$ cat config.mk
export PLATFORM = sky130hd
export DESIGN_NAME = reg_file
export DESIGN_NICKNAME = d
export VERILOG_FILES = /design/src/rtl/reg_file.sv
export SDC_FILE = /design/constraint.sdc
export NUM_CORES = 1
export LEC_CHECK = 0
export ABC_AREA = 1
export CORE_ASPECT_RATIO = 0.75
export CORE_MARGIN = 3
export CORE_UTILIZATION = 52
export DETAILED_ROUTE_END_ITERATION = 10
export GPL_TIMING_DRIVEN = 0
export PLACE_DENSITY = 0.8
export SLEW_MARGIN = 20
export SYNTH_ARGS = -nofsm -noshare
export SYNTH_HDL_FRONTEND = slang
export SYNTH_SLANG_ARGS = --single-unit
$ cat constraint.sdc
create_clock -name clk -period 3 [get_ports clk]
set_clock_uncertainty 0.15 [all_clocks]
set_input_delay 0.3 -clock clk [delete_from_list [all_inputs] [get_ports clk]]
set_output_delay 0.3 -clock clk [all_outputs]
set_load 0.01 [all_outputs]
$ cat src/rtl/reg_file.sv
// Register file with two combinational read ports, one write port, a
// registered carry flag and an accepted-write counter. Optional forwarding
// of write data to the read ports (BYPASS=1). Indices at or above NREG
// read as zero and are never written.
module reg_file #(
  parameter int WIDTH  = 16,
  parameter int NREG   = 4,
  parameter int BYPASS = 0,
  localparam int AW    = (NREG > 1) ? $clog2(NREG) : 1
) (
  input  logic             clk,
  input  logic             reset_n,
  input  logic [AW-1:0]    rd_addr_a,
  input  logic [AW-1:0]    rd_addr_b,
  output logic [WIDTH-1:0] rd_data_a,
  output logic [WIDTH-1:0] rd_data_b,
  input  logic             wr_en,
  input  logic [AW-1:0]    wr_addr,
  input  logic [WIDTH-1:0] wr_data,
  input  logic             flag_we,
  input  logic             cin,
  output logic             carry,
  output logic [7:0]       wr_count
);

  // NREG extended by one bit so every address value can be range-checked
  localparam logic [AW:0] NREG_W = NREG[AW:0];

  logic [WIDTH-1:0] regs_r [NREG];
  logic             carry_r;
  logic [7:0]       wr_count_r;

  logic             wr_ok_s;
  logic             rd_ok_a_s;
  logic             rd_ok_b_s;
  logic [WIDTH-1:0] rd_reg_a_s;
  logic [WIDTH-1:0] rd_reg_b_s;

  // Address validity: only indices below NREG are backed by storage
  always_comb begin
    wr_ok_s   = 1'b0;
    rd_ok_a_s = 1'b0;
    rd_ok_b_s = 1'b0;
    if (wr_en && ({1'b0, wr_addr} < NREG_W)) begin
      wr_ok_s = 1'b1;
    end else begin
      wr_ok_s = 1'b0;
    end
    if ({1'b0, rd_addr_a} < NREG_W) begin
      rd_ok_a_s = 1'b1;
    end else begin
      rd_ok_a_s = 1'b0;
    end
    if ({1'b0, rd_addr_b} < NREG_W) begin
      rd_ok_b_s = 1'b1;
    end else begin
      rd_ok_b_s = 1'b0;
    end
  end

  // State update: reset dominates, otherwise write port, counter and flag
  always_ff @(posedge clk) begin
    if (!reset_n) begin
      for (int i = 0; i < NREG; i++) begin
        regs_r[i] <= {WIDTH{1'b0}};
      end
      carry_r    <= 1'b0;
      wr_count_r <= 8'd0;
    end else begin
      if (wr_ok_s) begin
        regs_r[wr_addr] <= wr_data;
        wr_count_r      <= wr_count_r + 8'd1;
      end
      if (flag_we) begin
        carry_r <= cin;
      end
    end
  end

  // Storage read mux; out-of-range indices return zero
  always_comb begin
    rd_reg_a_s = {WIDTH{1'b0}};
    rd_reg_b_s = {WIDTH{1'b0}};
    if (rd_ok_a_s) begin
      rd_reg_a_s = regs_r[rd_addr_a];
    end else begin
      rd_reg_a_s = {WIDTH{1'b0}};
    end
    if (rd_ok_b_s) begin
      rd_reg_b_s = regs_r[rd_addr_b];
    end else begin
      rd_reg_b_s = {WIDTH{1'b0}};
    end
  end

  // Forwarding is built only when requested, so without it wr_data never
  // reaches the read ports combinationally.
  generate
    if (BYPASS == 1) begin : g_bypass
      // Same-cycle forwarding of an accepted write, per port
      always_comb begin
        rd_data_a = rd_reg_a_s;
        rd_data_b = rd_reg_b_s;
        if (wr_ok_s && (wr_addr == rd_addr_a)) begin
          rd_data_a = wr_data;
        end else begin
          rd_data_a = rd_reg_a_s;
        end
        if (wr_ok_s && (wr_addr == rd_addr_b)) begin
          rd_data_b = wr_data;
        end else begin
          rd_data_b = rd_reg_b_s;
        end
      end
    end else begin : g_no_bypass
      assign rd_data_a = rd_reg_a_s;
      assign rd_data_b = rd_reg_b_s;
    end
  endgenerate

  assign carry    = carry_r;
  assign wr_count = wr_count_r;

endmodule
==> reports/results.tsv <==
stage	metric	value	unit
status	outcome	completed	
global_routing	antenna_found_initial	0	
synth	post_synth_inst_count	393	
floorplanning	die_area	0.007905	mm^2
layout	mostFrequentLayoutCell	nor2_1	
power	p_leak	1.737	nW
clock_tree	numCtsBuffers	9	
power	max-vdd-ir-drop	299.2	uV
placement	buffer_ports.inserted	66	
clock_tree	cts_hold_repair.buffers	0	
clock_tree	post_cts_resize_count	0	
synth	synth.cell_area	0.003570	mm^2
sta	clock.fmax	0.3364	GHz
clock_tree	clk_pin_slew	0.07	ns
worst_setup_path	criticalPathCategory	in2out	
synth	yosysWarningCount	0	
floorplanning	floorplan.core_area	0.006475	mm^2
power	clockPowerShare	0.308	
power	cellInternalPower	1.733	mW
placement	place_hpwl	6.770	mm
synth	ys_seq_elements	73	
worst_setup_path	critPathMaxFanout	10	
global_routing	use_met2	0.4204	
clock_tree	clkSinkCount	73	
global_routing	busiest_grt_layer	met2	
floorplanning	die_height	77.76	um
synth	synth_largest_type_area_fraction	0.5384	
clock_tree	htree_levels	3	
sta	final-hold-violation-count	0	
worst_setup_path	sort_of_element_at_the_end_of_the_critical_path	output port	
synth	synth_area_leader_cell	edfxtp_1	
global_routing	grt_pass1_wl	15.75	mm
synth	synth.top_cells.by_area	edfxtp_1, nor2_1, o21ai_0	
layout	final_util	0.7011	
detailed_routing	route.detailed.wl_per_inst	18.48	um
detailed_routing	first_pass_iters	6	
global_routing	grt_max_degree	17	
power	report.power.total	2.344	mW
detailed_routing	drt-vias-per-instance	5.917	
layout	area_growth_syn_to_layout	27.16	%
placement	final_weighted_congestion_of_routability_driven_global_placement	0.8144	
synth	number_of_nets_in_the_synthesized_netlist	421	
power	power.switching	0.6113	mW
worst_setup_path	critical-path-top-cell-by-count	clkdlybuf4s50_1	
sta	timing.final.crit_period	2.973	ns
layout	layout.cells.most_common_list	nor2_1, o21ai_0, clkdlybuf4s50_1, edfxtp_1, o22ai_1	
placement	postPlaceCellArea	0.004355	mm^2
power	sequentialPowerShare	0.521	
power	p_comb_frac	0.171	
global_routing	global_route.usage.met1	0.3383	
global_routing	first_global_vias	3288	
worst_setup_path	slowest_stage_cell_on_the_critical_path	clkdlybuf4s50_1	
min_path	worstHoldPathType	in2reg	
floorplanning	initial_utilization	0.5513	
floorplanning	die_x	101.7	um
layout	design_area	0.004539	mm^2
worst_setup_path	critical_path.cell_chain	clkdlybuf4s50_1 > clkbuf_1 > o21ai_0 > o22ai_1 > clkdlybuf4s50_1	
power	pwr_per_cell_area	516.4	mW/mm^2
sta	tightest_slew	0.8541	ns
sta	setup_violations	0	
sta	final_min_period_over_clock_period	0.9909	
clock_tree	clockRootBuffer	clkbuf_8	
floorplanning	num_rows	25	
floorplanning	design.portCount	68	
synth	yosysUniqueCellTypes	20	
detailed_routing	drt_first_iter_violations	478	
detailed_routing	routed-via-count	3296	
detailed_routing	postRouteAntennaNets	0	
clock_tree	cts.path.max_buffers	2	
synth	ys_seq_area_frac	0.5889	
worst_setup_path	arrival	2.52	ns
worst_setup_path	worst_path_largest_cell_delay	0.68	ns
clock_tree	cts_post_setup_buffers_inserted	0	
run	timing.max_cap.violations	0	
global_routing	global_route.usage.total	0.2669	
power	switching_share	0.2607	
sta	timing_max_transition_violations_final	0	
layout	drive_above_1_share	0.05882	
worst_setup_path	cp-start-kind	input pin	
clock_tree	clock_insertion_delay_worst_skew	0.34	ns
global_routing	globalRouteMet3Util	0.07098	
layout	nNetsFinal	499	
global_routing	globalRouteOverflowTotal	0	
detailed_routing	drcViolationCount	0	
sta	relSlewSlack	0.4292	
clock_tree	cts_tree	done	
worst_setup_path	critPathRequiredTime	2.55	ns
sta	final.setup.worst_slack	0.02723	ns
layout	antenna-diode-count	0	
detailed_routing	detail_route.wirelength	10.29	mm
synth	syn_area_per_cell	9.083	um^2
placement	dp_slack	0.04045	ns
sta	grt_setup_unrepaired	true	
## flip-flops by register name, indices dropped and copies added, names as in the netlist
name and cells:
regs_r 64, carry 1, wr_count 8
## synthesized netlist by cell type (all sizes together)
library cell and n:
inv 28, nor3 1, buf 6, clkbuf 16, o22ai 32, dfxtp 9
nor2 138, o21ai 67, a211oi 1, a21oi 7, nand2 18, ha 1
nand3 4, nand4 1, edfxtp 64
## per-stage QoR
stage / hold WS (ns) / std cells / setup TNS (ns)
5_1_grt: 0.05816 / 557 / -0.003517
3_3_place_gp: 0.3258 / 540 / -13.60
4_1_cts: 0.04616 / 557 / 0
2_1_floorplan: 0.2436 / 393 / 0
6_report: 0.05253 / 557 / 0
3_5_place_dp: 0.3523 / 541 / 0
## cells by family (layout without fill, tap and decap cells)
| logic type | count (synthesis) | after routing | share of synthesized area |
|---|---|---|---|
| buf+inv | 50 | 133 | 0.06029 |
| simple gates | 162 | 162 | 0.1854 |
| fa+ha+maj | 1 | 1 | 0.003505 |
| flops | 73 | 73 | 0.5889 |
| compound gates | 107 | 107 | 0.1619 |
## worst max-delay path: cells and delay by family
family,cells,cell delay (ns)
buf+inv,3,1.73
compound gates,2,0.48
## worst paths after layout
path	from	endpoint	slack [ns]	cells after the start
setup / recovery	rd_addr_b[1]	rd_data_b[5]	0.03	5
hold / removal	wr_en	wr_count[0]	0.05	2
setup reg to reg	wr_count[0]	wr_count[6]	1.63	6
hold reg to reg	wr_count[1]	wr_count[1]	0.37	2
## power groups by stage
stage | registers (mW) | clock network, mW | logic (mW)
6_report | 1.22 | 0.721 | 0.402
5_1_grt | 1.23 | 0.756 | 0.429
4_1_cts | 1.22 | 0.707 | 0.396
2_1_floorplan | 1.23 | 0 | 0.186
3_3_place_gp | 1.24 | 0 | 0.378
3_5_place_dp | 1.24 | 0 | 0.394
## per-layer routing
layer / wire [um] / part of all wire
met1: 3854 / 0.37
met2: 4911 / 0.48
met3: 1199 / 0.12
met4: 329 / 0.032
met5: 0 / 0
## final cells by class
type | instances | area (um^2)
Sequential cell | 73 | 2102
Fill cell | 507 | 1936
Multi-Input combinational cell | 270 | 1265
Timing Repair Buffer | 67 | 671.9
Clock buffer | 16 | 180.2
Buffer | 22 | 113.9
Inverter | 28 | 105.1
Tap cell | 81 | 101.3
(Power assumes the default switching activity.)
